===== src/rtl/vme_mem_master_pkg.sv =====
// Shared definitions for the VME memory master: FSM state encoding and data constants.
// Latency: n/a (types and constants only).
// Backpressure: n/a.
package vme_mem_master_pkg;

  localparam int DATA_W = 16;

  // Read data returned to the host when a transaction is aborted on timeout.
  localparam logic [DATA_W-1:0] TIMEOUT_RDATA = 16'hFFFF;

  typedef enum logic [1:0] {
    ST_IDLE   = 2'd0,
    ST_STROBE = 2'd1,
    ST_WAIT   = 2'd2
  } state_e;

endpackage


===== src/rtl/vme_mem_master.sv =====
// Single-outstanding host-to-VME memory master: strobe the slave once, wait for its done, ack the host.
// Latency: host_req cycle N -> strobe N+1 -> (registered slave done N+2) -> host_ack N+3; timeout ack at N+2+TIMEOUT.
// Backpressure: host_busy; a host_req while busy (including the ack cycle) is discarded and flagged on host_drop.
// Ports: Clk/Rst (async active-high); host_* request/response side; VME* slave side; timeout_count saturating abort tally.
module vme_mem_master
  import vme_mem_master_pkg::*;
#(
  parameter int ADDR_WIDTH = 2,
  parameter int TIMEOUT    = 15
) (
  input  logic                  Clk,
  input  logic                  Rst,
  input  logic                  host_req,
  input  logic                  host_we,
  input  logic [ADDR_WIDTH-2:0] host_addr,
  input  logic [DATA_W-1:0]     host_wdata,
  output logic                  host_busy,
  output logic                  host_ack,
  output logic                  host_err,
  output logic [DATA_W-1:0]     host_rdata,
  output logic                  host_drop,
  output logic [ADDR_WIDTH-1:1] VMEAddr,
  output logic [DATA_W-1:0]     VMEWrData,
  output logic                  VMERdMem,
  output logic                  VMEWrMem,
  input  logic [DATA_W-1:0]     VMERdData,
  input  logic                  VMERdDone,
  input  logic                  VMEWrDone,
  output logic [7:0]            timeout_count
);

  localparam logic [7:0] WAIT_LAST = 8'(TIMEOUT - 1);

  state_e                state_q, state_d;
  logic                  we_q, we_d;
  logic [ADDR_WIDTH-1:1] addr_q, addr_d;
  logic [DATA_W-1:0]     wdata_q, wdata_d;
  logic                  rd_mem_q, rd_mem_d;
  logic                  wr_mem_q, wr_mem_d;
  logic                  busy_q, busy_d;
  logic                  ack_q, ack_d;
  logic                  err_q, err_d;
  logic                  drop_q, drop_d;
  logic [DATA_W-1:0]     rdata_q, rdata_d;
  logic [7:0]            cnt_q, cnt_d;
  logic [7:0]            tocnt_q, tocnt_d;

  logic accept;
  logic done_match;
  logic wait_expired;

  // busy_q is still high in the ack cycle, so a request there is dropped rather than accepted.
  assign accept       = (state_q == ST_IDLE) && host_req && !busy_q;
  // Only the done matching the latched direction counts; the other one is ignored.
  assign done_match   = we_q ? VMEWrDone : VMERdDone;
  assign wait_expired = (cnt_q == WAIT_LAST);

  // State register (all outputs are flops as well).
  always_ff @(posedge Clk or posedge Rst) begin
    if (Rst) begin
      state_q  <= ST_IDLE;
      we_q     <= 1'b0;
      addr_q   <= '0;
      wdata_q  <= '0;
      rd_mem_q <= 1'b0;
      wr_mem_q <= 1'b0;
      busy_q   <= 1'b0;
      ack_q    <= 1'b0;
      err_q    <= 1'b0;
      drop_q   <= 1'b0;
      rdata_q  <= '0;
      cnt_q    <= '0;
      tocnt_q  <= '0;
    end else begin
      state_q  <= state_d;
      we_q     <= we_d;
      addr_q   <= addr_d;
      wdata_q  <= wdata_d;
      rd_mem_q <= rd_mem_d;
      wr_mem_q <= wr_mem_d;
      busy_q   <= busy_d;
      ack_q    <= ack_d;
      err_q    <= err_d;
      drop_q   <= drop_d;
      rdata_q  <= rdata_d;
      cnt_q    <= cnt_d;
      tocnt_q  <= tocnt_d;
    end
  end

  // Next-state logic.
  always_comb begin
    state_d = state_q;
    case (state_q)
      ST_IDLE:   if (accept) state_d = ST_STROBE;
      ST_STROBE: state_d = ST_WAIT;
      ST_WAIT:   if (done_match || wait_expired) state_d = ST_IDLE;
      default:   state_d = ST_IDLE;
    endcase
  end

  // Output / datapath logic; every value here lands in a register.
  always_comb begin
    we_d     = we_q;
    addr_d   = addr_q;
    wdata_d  = wdata_q;
    rd_mem_d = 1'b0;
    wr_mem_d = 1'b0;
    busy_d   = busy_q;
    ack_d    = 1'b0;
    err_d    = 1'b0;
    drop_d   = host_req && busy_q;
    rdata_d  = rdata_q;
    cnt_d    = cnt_q;
    tocnt_d  = tocnt_q;

    case (state_q)
      ST_IDLE: begin
        if (accept) begin
          we_d     = host_we;
          addr_d   = host_addr;
          wdata_d  = host_wdata;
          busy_d   = 1'b1;
          // Strobe is registered here so it coincides with the STROBE state.
          rd_mem_d = !host_we;
          wr_mem_d = host_we;
        end else begin
          busy_d = 1'b0;
        end
      end
      ST_STROBE: begin
        cnt_d = '0;
      end
      ST_WAIT: begin
        // Done takes priority over a coincident timeout.
        if (done_match) begin
          ack_d = 1'b1;
          if (!we_q) rdata_d = VMERdData;
        end else if (wait_expired) begin
          ack_d   = 1'b1;
          err_d   = 1'b1;
          rdata_d = TIMEOUT_RDATA;
          if (tocnt_q != 8'hFF) tocnt_d = tocnt_q + 8'd1;
        end else begin
          cnt_d = cnt_q + 8'd1;
        end
      end
      default: ;
    endcase
  end

  assign host_busy     = busy_q;
  assign host_ack      = ack_q;
  assign host_err      = err_q;
  assign host_rdata    = rdata_q;
  assign host_drop     = drop_q;
  assign VMEAddr       = addr_q;
  assign VMEWrData     = wdata_q;
  assign VMERdMem      = rd_mem_q;
  assign VMEWrMem      = wr_mem_q;
  assign timeout_count = tocnt_q;

endmodule

===== config.mk =====
export PLATFORM = sky130hd
export DESIGN_NAME = vme_mem_master
export DESIGN_NICKNAME = d
export VERILOG_FILES = /design/src/rtl/vme_mem_master_pkg.sv /design/src/rtl/vme_mem_master.sv
export SDC_FILE = /design/constraint.sdc
export NUM_CORES = 1
export LEC_CHECK = 0
export ABC_AREA = 1
export BUFFER_PORTS_ARGS = -buffer_cell sky130_fd_sc_hd__buf_2
export CAP_MARGIN = 20
export CORE_ASPECT_RATIO = 0.7
export CORE_MARGIN = 8
export CORE_UTILIZATION = 35
export DETAILED_ROUTE_END_ITERATION = 6
export SYNTH_ARGS = -nofsm -noshare
export SYNTH_HDL_FRONTEND = slang
export SYNTH_SLANG_ARGS = --single-unit

===== constraint.sdc =====
create_clock -name Clk -period 2.5 [get_ports Clk]
set_clock_uncertainty 0.1 [all_clocks]
set_input_delay 0.5 -clock Clk [delete_from_list [all_inputs] [get_ports Clk]]
set_output_delay 0.5 -clock Clk [all_outputs]
set_load 0.02 [all_outputs]

==> results.json <==
{
  "cts_sinks": 58,
  "p_leak_nw": 1.999,
  "yosys_warnings": 0,
  "cts_hold_buf": 0,
  "final_common_cell": "nand2_1",
  "seqCellArea_sq_um": 1451,
  "root_buffer": "clkbuf_8",
  "syn_nets": 385,
  "die_h_microns": 89.84,
  "design.die.area_sq_um": 10910,
  "ios": 86,
  "worstSetupEndpointType": "register",
  "ys_seq_elements": 58,
  "slowest_delay_ps": 490,
  "worstPathArrival_ps": 1980,
  "core_area_sq_um": 7702,
  "port_buffers": 85,
  "postSynthCellCount": 343,
  "clk_pin_slew_ps": 70,
  "p_clk_share_pct": 28.7,
  "final_max_slew_viol_count": 0,
  "intPower_mw": 2.485,
  "critPathLaunchType": "register",
  "setup_viol": 0,
  "grt_pass1_wl_microns": 11840,
  "rsz0062_at_grt": "no",
  "syn-mean-instance-area_sq_um": 7.949,
  "p_switching_mw": 1.548,
  "power_mw": 4.033,
  "status": "finished, final reports clean",
  "layout_common_cells": "151 x nand2_1, 85 x buf_2, 58 x dfrtp_1",
  "yosysSeqAreaShare_pct": 53.24,
  "final-hold-violation-count": 0,
  "antenna_left": 0,
  "vias": 2420,
  "finalCritPeriodShare_pct": 72.70,
  "setup_tns_ps": 0,
  "dr.pass1.iters": 4,
  "grt_pass1_vias": 2549,
  "grt_max_degree": 37,
  "crit_required_ps": 2660,
  "hold_class": "input pin to async pin",
  "syn_to_final_growth_pct": 29.60,
  "grt_overflow": 0,
  "h-tree-depth": 3,
  "critPathSlowestCell": "clkinv_1",
  "fillers": 787,
  "finalWorstSetupSlack_ps": 682.5,
  "start_util_pct": 35.40,
  "place.gp.congestion": 0.7702,
  "p_sw_share_pct": 38.38,
  "die_x_microns": 121.5,
  "drv_cap": 0,
  "antenna_found_initial": 1,
  "clock_path_buffers": 2,
  "p_per_area_nw_per_um2": 1141,
  "fin_nets": 475,
  "diodes": 0,
  "drcViolationCount": 0,
  "crit_fanout": 18,
  "power_frac_comb_pct": 35.8,
  "drt_wl_total_microns": 6815,
  "floorplan.rows": 27,
  "ir_drop_uv": 546.0,
  "grt_usage_pct": 13.09,
  "multi_input_area_sq_um": 1067,
  "dpl_worst_slack_ps": 686.3,
  "tightest_slew_ps": 541.6,
  "vias_per_cell": 4.490,
  "dr.first_iter.drc_count": 192,
  "final_cell_count_no_fill": 539,
  "yosysUniqueCellTypes": 29,
  "post_cts.repair.setup_buffers": 0,
  "cts-resized-gates": 0,
  "relSlewSlack_pct": 63.67,
  "hpwl_microns": 4977,
  "seqPwrFrac_pct": 35.5,
  "drive_gt1_share_pct": 26.94,
  "cts_tree": "yes",
  "wire_per_inst_microns": 12.64,
  "criticalPathCategory": "register to register",
  "fmax_mhz": 550.2,
  "path_common_cell": "nand2_1",
  "place_inst": 523,
  "syn_area_sq_um": 2726,
  "cts_buffers": 9,
  "clock_latency_ps": 330,
  "crit_chain": "nand2_2, clkinv_1, nand3_4, nand2_1, nand2_1",
  "period_needed_ps": 1817
}
[kinds of logic after synthesis]
family	count (synthesis)	share of synthesized area (%)
flip-flops	58	53.24
adder cells (fa/ha/maj)	3	1.377
buffers and inverters	51	7.618
XOR/XNOR	5	1.607
AND/OR/NAND/NOR	214	33.87
AO/OA/AOI/OAI	12	2.295
[Yosys cell counts]
master,instances,area (sq um)
inv_2,1,3.750
buf_4,2,15.01
nor3_1,2,10.01
nand2_4,1,11.26
nand2_1,151,566.8
or2_2,1,6.260
o21ai_1,4,20.02
nand4_1,17,106.4
buf_1,1,3.750
nor2_2,2,12.51
nor2_1,16,60.06
nand3_2,1,10.01
inv_1,38,142.6
ha_1,3,37.54
dfrtp_1,58,1451
nand3_1,14,70.07
buf_6,1,11.26
clkinv_1,2,7.510
xor2_1,2,17.52
a21oi_1,2,10.01
nand3_4,1,17.52
nor3b_1,1,7.510
o21bai_1,1,7.510
o21ai_0,5,25.02
buf_2,1,5.000
xnor2_1,3,26.28
nand2_2,6,37.54
clkbuf_1,5,18.77
nand3b_1,1,7.510
[flip-flops by register name (all words and copies together), names as in the netlist]
signal	count
host_drop	1
host_busy	1
cnt_q	8
VMEAddr	1
host_ack	1
VMEWrData	16
VMERdMem	1
host_rdata	16
VMEWrMem	1
host_err	1
timeout_count	8
we_q	1
state_q	2
[final timing paths]
| path | startpoint | endpoint | slack [ps] | depth (start not counted) |
|---|---|---|---|---|
| min in group Clk | host_we | VMERdMem | 250 | 2 |
| min reg2reg | host_rdata[5] | host_rdata[5] | 370 | 2 |
| min | Rst | host_rdata[0] | 110 | 2 |
| max in group asynchronous | Rst | cnt_q[2] | 1610 | 3 |
| max | state_q[1] | host_rdata[15] | 680 | 5 |
| max reg2reg | state_q[1] | host_rdata[15] | 680 | 5 |
[metrics by stage]
step | cell area [sq um] | util (%) | hold slack, ps
2_1_floorplan | 2726 | - | 409.5
3_3_place_gp | 3267 | 42.41 | 350.8
3_5_place_dp | 3267 | 42.41 | 354.7
4_1_cts | 3533 | 45.87 | 102.4
5_1_grt | 3533 | 45.87 | 118.6
6_report | 3533 | 45.87 | 106.4
[critical path: cells and delay by family (launching register included)]
kind                   cells  cell delay, ps
buffers and inverters      1             490
AND/OR/NAND/NOR            4             760
flip-flops                 1             400
[per-layer routing]
layer / routed length [microns] / track usage, %
met5: 8 / 0
met4: 40 / 3.378
met3: 555 / 5.996
met2: 2949 / 19.99
met1: 3262 / 16.30
[area by class of cell]
class	instances	area share [%]
multi-input cells	234	30.21
flip-flops and latches	58	41.08
repair buffers	89	13.24
clock inverters	5	3.541
clock buffers	11	4.001
well taps	101	3.576
inverters	41	4.356
[power groups by stage]
stage | Combinational [mW] | Sequential, mW | Clock (mW)
2_1_floorplan | 0.619 | 1.78 | 0
3_3_place_gp | 1.45 | 1.44 | 0
3_5_place_dp | 1.47 | 1.44 | 0
4_1_cts | 1.48 | 1.43 | 1.19
5_1_grt | 1.63 | 1.47 | 1.23
6_report | 1.44 | 1.43 | 1.16
Power figures use the tool's default switching activity.
